===== config.mk =====
export PLATFORM = sky130hd
export DESIGN_NAME = uctl_cc_arbiter
export DESIGN_NICKNAME = d
export VERILOG_FILES = /design/src/rtl/uctl_cc_pkg.sv /design/src/rtl/uctl_rr_pick.sv /design/src/rtl/uctl_cc_arbiter.sv
export SDC_FILE = /design/constraint.sdc
export NUM_CORES = 1
export LEC_CHECK = 0
export ABC_AREA = 1
export BUFFER_PORTS_ARGS = -buffer_cell sky130_fd_sc_hd__buf_4
export CORE_ASPECT_RATIO = 1.4
export CORE_MARGIN = 2
export CORE_UTILIZATION = 31
export DETAILED_ROUTE_END_ITERATION = 6
export GPL_TIMING_DRIVEN = 0
export PLACE_DENSITY = 0.57
export REMOVE_ABC_BUFFERS = 1
export SYNTH_ARGS = -nofsm -noshare
export SYNTH_HDL_FRONTEND = slang
export SYNTH_SLANG_ARGS = --single-unit

===== constraint.sdc =====
create_clock -name uctl_clk -period 4.95 [get_ports uctl_clk]
set_input_delay 0.2475 -clock uctl_clk [delete_from_list [all_inputs] [get_ports uctl_clk]]
set_output_delay 0.2475 -clock uctl_clk [all_outputs]
set_load 0.01 [all_outputs]

===== src/rtl/uctl_cc_pkg.sv =====
// Shared definitions for the client-memory arbiter.
// Contents:
//   NUM_CL / CL_IDX_W  number of clients and width of a client index
//   arb_state_t        arbiter state encoding
//   ONEHOT()           client index -> one-hot client vector
package uctl_cc_pkg;

    localparam int unsigned NUM_CL   = 4;
    localparam int unsigned CL_IDX_W = 2;

    typedef enum logic [1:0] {
        ST_IDLE   = 2'd0,
        ST_BURST  = 2'd1,
        ST_LOCKED = 2'd2
    } arb_state_t;

    function automatic logic [NUM_CL-1:0] ONEHOT(input logic [CL_IDX_W-1:0] idx);
        logic [NUM_CL-1:0] vec;
        vec      = '0;
        vec[idx] = 1'b1;
        return vec;
    endfunction

endpackage


===== src/rtl/uctl_rr_pick.sv =====
// Combinational 4-way rotate-priority picker.
// Ports:
//   req  in  NUM_CL    request vector
//   ptr  in  CL_IDX_W  highest-priority client index for this pick
//   mask in  NUM_CL    clients eligible for this pick
//   gnt  out NUM_CL    one-hot winner (or 0)
//   vld  out 1         a winner exists
//   idx  out CL_IDX_W  index of the winner (0 when vld=0)
module uctl_rr_pick
    import uctl_cc_pkg::*;
(
    input  logic [NUM_CL-1:0]   req,
    input  logic [CL_IDX_W-1:0] ptr,
    input  logic [NUM_CL-1:0]   mask,
    output logic [NUM_CL-1:0]   gnt,
    output logic                vld,
    output logic [CL_IDX_W-1:0] idx
);

    logic [NUM_CL-1:0]   cand;
    logic [CL_IDX_W-1:0] pos;

    always_comb begin
        cand = req & mask;
        vld  = 1'b0;
        idx  = '0;
        pos  = '0;
        // Scan ptr, ptr+1, ... wrapping naturally in CL_IDX_W bits.
        for (int unsigned k = 0; k < NUM_CL; k++) begin
            pos = ptr + CL_IDX_W'(k);
            if (!vld && cand[pos]) begin
                vld = 1'b1;
                idx = pos;
            end
        end
        gnt = vld ? ONEHOT(idx) : '0;
    end

endmodule


===== src/rtl/uctl_cc_arbiter.sv =====
// Round-robin arbiter sharing the single-port client memory between 4
// clients. Grants are combinational from registered state so the access
// happens in the grant cycle. Each owner may keep the grant for up to
// MAX_BURST beats while others wait; a client may lock the arbiter, and
// a lock idle for LOCK_TMO cycles is forcibly released.
// Ports:
//   uctl_clk        in   1  block clock
//   uctl_core_rst   in   1  asynchronous active-high reset
//   uctl_clReq      in   4  per-client access request
//   uctl_clLock     in   4  per-client lock request (sampled on granted cycles)
//   uctl_chipsel    out  4  one-hot grant or 0 to the cc mux (no latency)
//   uctl_owner      out  2  registered index of current/last owner
//   uctl_arbLocked  out  1  registered, high while locked
//   uctl_lockTmo    out  1  registered one-cycle pulse on forced lock release
module uctl_cc_arbiter
    import uctl_cc_pkg::*;
#(
    parameter int unsigned MAX_BURST = 8,
    parameter int unsigned LOCK_TMO  = 64,
    parameter int unsigned CNT_W     = $clog2(LOCK_TMO + 1)
) (
    input  logic                uctl_clk,
    input  logic                uctl_core_rst,
    input  logic [NUM_CL-1:0]   uctl_clReq,
    input  logic [NUM_CL-1:0]   uctl_clLock,
    output logic [NUM_CL-1:0]   uctl_chipsel,
    output logic [CL_IDX_W-1:0] uctl_owner,
    output logic                uctl_arbLocked,
    output logic                uctl_lockTmo
);

    localparam logic [CNT_W-1:0] BURST_MAX = CNT_W'(MAX_BURST);
    localparam logic [CNT_W-1:0] TMO_LAST  = CNT_W'(LOCK_TMO - 1);

    arb_state_t          state, state_n;
    logic [CL_IDX_W-1:0] ptr, ptr_n;
    logic [CL_IDX_W-1:0] owner, owner_n;
    logic [CNT_W-1:0]    beat_cnt, beat_n;
    logic [CNT_W-1:0]    tmo_cnt, tmo_n;
    logic                lock_tmo_q, lock_tmo_n;
    logic                locked_q;
    logic [NUM_CL-1:0]   chipsel_c;

    logic [NUM_CL-1:0]   own_oh;
    logic                owner_req;
    logic                others_req;

    logic [CL_IDX_W-1:0] pick_ptr;
    logic [NUM_CL-1:0]   pick_mask;
    logic [NUM_CL-1:0]   pick_gnt;
    logic                pick_vld;
    logic [CL_IDX_W-1:0] pick_idx;

    assign own_oh     = ONEHOT(owner);
    assign owner_req  = uctl_clReq[owner];
    assign others_req = |(uctl_clReq & ~own_oh);

    // Picker inputs depend only on registered state, keeping the shared
    // picker out of any combinational loop with the decision logic.
    always_comb begin
        pick_ptr  = ptr;
        pick_mask = '1;
        case (state)
            ST_BURST: begin
                pick_ptr  = owner + 1'b1;
                pick_mask = (beat_cnt == BURST_MAX) ? ~own_oh : '1;
            end
            ST_LOCKED: begin
                pick_ptr  = owner + 1'b1;
                pick_mask = ~own_oh;
            end
            default: begin
                pick_ptr  = ptr;
                pick_mask = '1;
            end
        endcase
    end

    uctl_rr_pick u_pick (
        .req  (uctl_clReq),
        .ptr  (pick_ptr),
        .mask (pick_mask),
        .gnt  (pick_gnt),
        .vld  (pick_vld),
        .idx  (pick_idx)
    );

    always_comb begin
        logic take_pick;

        state_n    = state;
        ptr_n      = ptr;
        owner_n    = owner;
        beat_n     = beat_cnt;
        tmo_n      = tmo_cnt;
        lock_tmo_n = 1'b0;
        chipsel_c  = '0;
        take_pick  = 1'b0;

        case (state)
            ST_IDLE: begin
                take_pick = 1'b1;
            end

            ST_BURST: begin
                if (owner_req && (beat_cnt < BURST_MAX || !others_req)) begin
                    chipsel_c = own_oh;
                    if (beat_cnt < BURST_MAX) begin
                        beat_n = beat_cnt + 1'b1;
                    end
                    if (uctl_clLock[owner]) begin
                        state_n = ST_LOCKED;
                        tmo_n   = '0;
                    end
                end else begin
                    take_pick = 1'b1;
                end
            end

            ST_LOCKED: begin
                if (owner_req) begin
                    chipsel_c = own_oh;
                    tmo_n     = '0;
                    if (!uctl_clLock[owner]) begin
                        state_n = ST_BURST;
                        beat_n  = CNT_W'(1);
                    end
                end else if (tmo_cnt == TMO_LAST) begin
                    take_pick  = 1'b1;
                    lock_tmo_n = 1'b1;
                    tmo_n      = '0;
                end else if (tmo_cnt != '1) begin
                    tmo_n = tmo_cnt + 1'b1;
                end
            end

            default: begin
                state_n = ST_IDLE;
            end
        endcase

        // Rearbitration shared by IDLE, burst hand-over and forced release.
        if (take_pick) begin
            if (pick_vld) begin
                chipsel_c = pick_gnt;
                owner_n   = pick_idx;
                ptr_n     = pick_idx + 1'b1;
                beat_n    = CNT_W'(1);
                tmo_n     = '0;
                state_n   = uctl_clLock[pick_idx] ? ST_LOCKED : ST_BURST;
            end else begin
                state_n = ST_IDLE;
                if (state != ST_IDLE) begin
                    ptr_n = owner + 1'b1;
                end
            end
        end
    end

    always_ff @(posedge uctl_clk or posedge uctl_core_rst) begin
        if (uctl_core_rst) begin
            state      <= ST_IDLE;
            ptr        <= '0;
            owner      <= '0;
            beat_cnt   <= '0;
            tmo_cnt    <= '0;
            lock_tmo_q <= 1'b0;
            locked_q   <= 1'b0;
        end else begin
            state      <= state_n;
            ptr        <= ptr_n;
            owner      <= owner_n;
            beat_cnt   <= beat_n;
            tmo_cnt    <= tmo_n;
            lock_tmo_q <= lock_tmo_n;
            locked_q   <= (state_n == ST_LOCKED);
        end
    end

    // Grant is gated by reset so it drops asynchronously with the state.
    assign uctl_chipsel   = uctl_core_rst ? '0 : chipsel_c;
    assign uctl_owner     = owner;
    assign uctl_arbLocked = locked_q;
    assign uctl_lockTmo   = lock_tmo_q;

endmodule


Yosys cells after proc, flatten, opt, wreduce, memory -nomap -nowiden --
Cells that the tools add are included.
Storage, ports and cells: output and inout port bits 8, input bits 10, register bits after elaboration 22
Operators by class: reductions and logical operators 18, $add $sub $neg 7, equality and inequality tests 6, $lt $le $gt $ge 9, multiplexer cells 65, bitwise logic cells 3
Operators by type and width (count):
- 2-to-1 mux 7 bit | 13
- 2-to-1 mux 2 bit | 14
- one-hot mux 7 bit (2 select lines) | 2
- 2-to-1 mux 4 bit | 6
- < comparator 2 x 3 -> 1 bit (second input constant) | 6
- 2-to-1 mux 1 bit | 17
- one-hot mux 4 bit (2 select lines) | 2
- adder 7 x 1 -> 7 bit (second input constant) | 2
- binary-select mux 1 bit (select 2 bit) | 7
- bitwise AND 4 bit | 2
- equality test 7 x 4 -> 1 bit (second input constant) | 1
- equality test 7 x 6 -> 1 bit (second input constant) | 1
- < comparator 7 x 4 -> 1 bit (second input constant) | 1
- != test 7 bit (second input constant) | 1
- adder 2 x 1 -> 2 bit (second input constant) | 3
- logical AND 1 bit | 6
- one-hot mux 2 bit (3 select lines) | 1
- adder 2 bit (second input constant) | 2
- demux 1 bit (select 2 bit) | 2
- equality test 2 bit (second input constant) | 2
- greater-or-equal comparator 2 x 1 -> 1 bit (second input constant) | 2
- zero test 1 bit | 4
- NOT 4 bit | 1
- AND reduction 2 bit | 2
- 7 further kinds | 8

Depth between registers and ports, before layout --
depth after elaboration 27, depth in mapped cells 20

Hierarchy --
From an unflattened synthesis, not the netlist that was laid out.
Second synthesis, totals: cell total of the unflattened synthesis 359, area total of the unflattened synthesis 2219.6 um^2
Modules (own cells, without submodules):
- uctl_cc_arbiter | area an instance 1846.8 um^2, times used 1, cells each 285
- uctl_rr_pick | area an instance 372.9 um^2, times used 1, cells each 74

Least setup slack after synthesis --
OpenSTA, ideal clock, no wires.
path type flip-flop to output port, from reg owner[0] (netlist: uctl_owner[0]), to out uctl_chipsel[0], slack 2.301 ns, buffers on the path 0, stages on the path, launching flop included 15, arrival time 2.401 ns, cells stage by stage dfrtp_1 > inv_2 > ha_1 > nand2_1 > o21ai_4 > xnor2_2 > inv_2 > nand3_2 > nand2_2 > nand4_2 > nor2_1 > nor2_1 > ha_1 > o21ai_0 > nor2_1
Between the ends: word-level cells in the longest chain between the ends 27, elaborated cells between the ends (all ways) 57, those cells by class add/sub (4); order compare (4); mux (34); bitwise (3); reduce/logical (12)
RTL lines:
- start: declaration | RTL line uctl_cc_arbiter.sv:37 | logic [CL_IDX_W-1:0] owner, owner_n;
- start signal: assignment | RTL line uctl_cc_arbiter.sv:172 | owner <= owner_n;
- < comparator 2 x 3 -> 1 bit (implied by the code) or greater-or-equal comparator 2 x 1 -> 1 bit (tied branches) | RTL line uctl_cc_pkg.sv:20 | vec[idx] = 1'b1;
- logical AND 1 bit (implied by the code) | RTL line uctl_cc_pkg.sv:20
- 2-to-1 mux 1 bit (implied by the code) | RTL line uctl_cc_pkg.sv:20
- demux 1 bit (select 2 bit) | RTL line uctl_cc_pkg.sv:20
- NOT 4 bit | RTL line uctl_cc_arbiter.sv:56, uctl_cc_arbiter.sv:66, uctl_cc_arbiter.sv:70
- 2-to-1 mux 4 bit | RTL line uctl_cc_arbiter.sv:66 | pick_mask = (beat_cnt == BURST_MAX) ? ~own_oh : '1;
- one-hot mux 4 bit (2 select lines) | RTL line uctl_cc_arbiter.sv:63 | case (state)
- bitwise AND 4 bit | RTL line uctl_rr_pick.sv:24 | cand = req & mask;
- [11 not listed]
- 2-to-1 mux 2 bit | RTL line uctl_rr_pick.sv:31 | if (!vld && cand[pos]) begin
- < comparator 2 x 3 -> 1 bit (implied by the code) or greater-or-equal comparator 2 x 1 -> 1 bit (tied branches) | RTL line uctl_cc_pkg.sv:20
- logical AND 1 bit (implied by the code) | RTL line uctl_cc_pkg.sv:20
- 2-to-1 mux 1 bit (implied by the code) | RTL line uctl_cc_pkg.sv:20
- demux 1 bit (select 2 bit)
- 2-to-1 mux 4 bit | RTL line uctl_cc_arbiter.sv:144 | if (pick_vld) begin
- 2-to-1 mux 4 bit * | RTL line uctl_cc_arbiter.sv:143 | if (take_pick) begin
- 2-to-1 mux 4 bit * | RTL line uctl_cc_arbiter.sv:181 | assign uctl_chipsel = uctl_core_rst ? '0 : chipsel_c;
- end: declaration | RTL line uctl_cc_arbiter.sv:26 | output logic [NUM_CL-1:0] uctl_chipsel,
Every way passes the cells marked *; elsewhere a longest branch is shown, timed or not. The select of a mux whose other input is x is not followed.

Final worst setup path --
from reg state[1], to out uctl_chipsel[1]
Between the ends: word-level cells in the longest chain between the ends 22, elaborated cells between the ends (all ways) 42, those cells by class add/sub (3); order compare (2); eq/ne (2); mux (25); bitwise (1); reduce/logical (9)
RTL lines:
- start: declaration | RTL line uctl_cc_arbiter.sv:35 | arb_state_t state, state_n;
- start signal: assignment | RTL line uctl_cc_arbiter.sv:170 | state <= state_n;
- parallel branches: the longest is 20 deep, another holds adder 2 x 1 -> 2 bit
- 2-to-1 mux 4 bit * | RTL line uctl_cc_arbiter.sv:143
- 2-to-1 mux 4 bit * | RTL line uctl_cc_arbiter.sv:181
Mark *: on every way between the ends. The select of a mux whose other input is x is not followed.

==> results.toml <==
[outcome]
status = "finished clean"

[finish]
antenna_cells = 0
multi_input_area_um2 = 1250
area_delta_synth_final_pct = 10.2
fillers = 701
drive_gt1_share_pct = 16.6
nets = 335
regArea_um2 = 551

[timing]
worstMarginPinSlew_ns = 0.945
max_freq_mhz = 266
drv_slew = 0
rsz0062_at_grt = "no"
setup_viol = 0
clock-skew-final_ns = 0.00588
setup_tns_ns = 0
post-route-period-util_pct = 75.8
layout_min_cycle_time_ns = 3.75
hold_viol = 0
slew-limit-headroom_pct = 36.9

[clock_network]
clkLatencyLatePin_ns = 0.26
cts_buffers = 3
clk_pin_slew_worst_paths_ns = 0.07
ctsHoldBuffers = 0
postCtsSetupRepairBufs = 0
ctsResizeCount = 0
clock_path_buffers = 2
root_buffer = "clkbuf_8"
cts_tree = "built"
cts.sinks = 22
htree_levels = 1

[flow_run]
maxCapViolCount = 0

[floorplan]
die_x_um = 72.4
rows = 34
io_pins = 18
design.core.area_um2 = 6300
die_height_um = 99.7
initial_core_util_pct = 32.2
die_area_um2 = 7220

[synth]
yosys-top-cells-area = "dfrtp_1 (27%), nand2_1 (12%), ha_1 (9.2%)"
ys_seq_area_share_pct = 27.1
ys_ff_latch = 22
synth_warnings = 0
synth_top_area_share_pct = 27.1
synth_flop_cell = "dfrtp_1"
yosysTopAreaCell = "dfrtp_1"
synth_area_per_cell_um2 = 6.90
ys_async_sr_fraction_pct = 100
synth_cells = 294
yosys-top-cells-count = "nand2_1 (65), inv_1 (39), nor2_1 (33), nand3_1 (25), dfrtp_1 (22)"
synth_enable_flop_cells = 0
synthMostInstantiatedCell = "nand2_1"
yosys.cell_types.count = 37
synth_area_um2 = 2030

[global_routing]
grt_max_degree = 27
grt-ovfl-total = 0
antenna_found_initial = 0
track_usage_pct = 14.5
grt_pass1_vias = 1911
grt_pass1_wl_um = 8510

[route]
viasPerCell = 4.98
wl_per_cell_um = 13.0
drc = 0
vias = 1892
dr.first_iter.drc_count = 54
antenna_left = 0
firstDrtPassIters = 4
wirelength_um = 4930

[worst_setup_path]
cp.arrival_ns = 3.50
cp_max_fo = 19
cp-end-kind = "primary output"
cp_cell_sequence = "inv_1 -> ha_1 -> inv_1 -> a21oi_1 -> nand2_1 -> nand3_1 -> nand2_1 -> nand2_1 -> nand2_1 -> nor3_2 -> nand2_1 -> nand3_2 -> inv_2 -> nor2_1 -> nor2_1 -> buf_4"
cp.required_ns = 4.70
worst_path_max_delay_cell = "ha_1"
startpoint_type = "flip-flop"
critical_path.max_stage_delay_ns = 0.63
path_class = "flip-flop to primary output"
crit_family = "simple AND/OR/NAND/NOR gates"
worst_path_most_repeated_cell = "nand2_1"
path_buf_inv = 4

[place]
hpwl_um = 3950
numPortBuffers = 17
place.gp.congestion = 0.804

[hold_path]
min_path_type = "primary input to asynchronous set/reset pin"
[worst reg2reg max path, cell delays in order, from the launching register on]
cell and delay, ns:
dfrtp_1 0.38, inv_1 0.08, ha_1 0.63, inv_1 0.36
a21oi_1 0.24, nand2_1 0.11, nand3_1 0.12, nand2_1 0.09
nand2_1 0.06, nand2_1 0.09, nor3_2 0.20, nand2_1 0.14
nand3_2 0.21, inv_2 0.20, nand3_1 0.15, nand2_2 0.06
inv_1 0.07, nor2_1 0.03
[metal layers]
metal	vias up	GRT usage, %	wire length (um)
li1	995	-	-
met1	871	16.5	2080
met2	19	28.2	2690
met3	7	1.82	123
met4	0	2.71	41
met5	-	0	0
[registers in the layout, indices dropped and copies added (netlist names)]
register,cells
beat_cnt,7
tmo_cnt,7
ptr,2
state,2
uctl_owner,2
uctl_arbLocked,1
uctl_lockTmo,1
[per-stage QoR]
stage / instances / worst slack (ns) / instance area (um2) / hold slack, ns / util [%]
finish: 380 / 1.20 / 2240 / 0.202 / 35.5
global route: 380 / 0.785 / 2240 / 0.298 / 35.5
CTS: 380 / 1.15 / 2240 / 0.244 / 35.5
detailed placement: 377 / 1.46 / 2190 / 0.512 / 34.9
global placement: 377 / 1.47 / 2190 / 0.501 / 34.9
floorplan: 288 / 2.20 / 1980 / 0.260 / -
[final timing paths]
check                          startpoint         endpoint  slack, ns  cells past startpoint
hold / removal              uctl_core_rst         state[0]       0.20                      2
max in group asynchronous   uctl_core_rst       tmo_cnt[0]       4.17                      2
setup / recovery                 state[1]  uctl_chipsel[1]       1.20                     16
setup reg to reg                 state[1]   uctl_arbLocked       1.63                     17
min in group uctl_clk      uctl_clLock[0]         state[1]       0.38                      5
hold reg to reg               beat_cnt[5]      beat_cnt[5]       0.52                      2
[area by class of cell]
type                    count  share of cell area, %
inverters                  47                   7.89
repair buffers             17                   5.71
well taps                  72                   4.03
clock buffers               3                   1.85
multi-input cells         219                   55.9
flip-flops and latches     22                   24.6
[layout by cell type (no fill, tap or decap), types with 3 or more instances in the layout]
master,netlist,layout
nand2_1,65,65
inv_1,39,39
nor2_1,33,33
nand3_1,25,25
dfrtp_1,22,22
buf_4,0,17
ha_1,15,15
o21ai_0,14,14
a21oi_1,11,11
nand2_2,9,9
inv_2,8,8
nor3_1,8,8
o21ai_1,3,3
nand3_2,3,3
o211ai_1,3,3
a32oi_1,3,3
clkbuf_8,0,3
[logic make-up (layout without fill, tap and decap cells)]
| kind of cell | after synthesis | count (layout) | synth area share [%] |
|---|---|---|---|
| adder cells (fa/ha/maj) | 15 | 15 | 9.25 |
| buffers and inverters | 53 | 67 | 11.3 |
| AND/OR/NAND/NOR | 152 | 152 | 34.5 |
| AO/OA/AOI/OAI | 48 | 48 | 15.7 |
| flip-flops | 22 | 22 | 27.1 |
| XOR/XNOR | 4 | 4 | 2.10 |
Power is left out: the tool's default activity adds up to more than one toggle a clock period on the data nets, which glitch-free logic cannot reach.
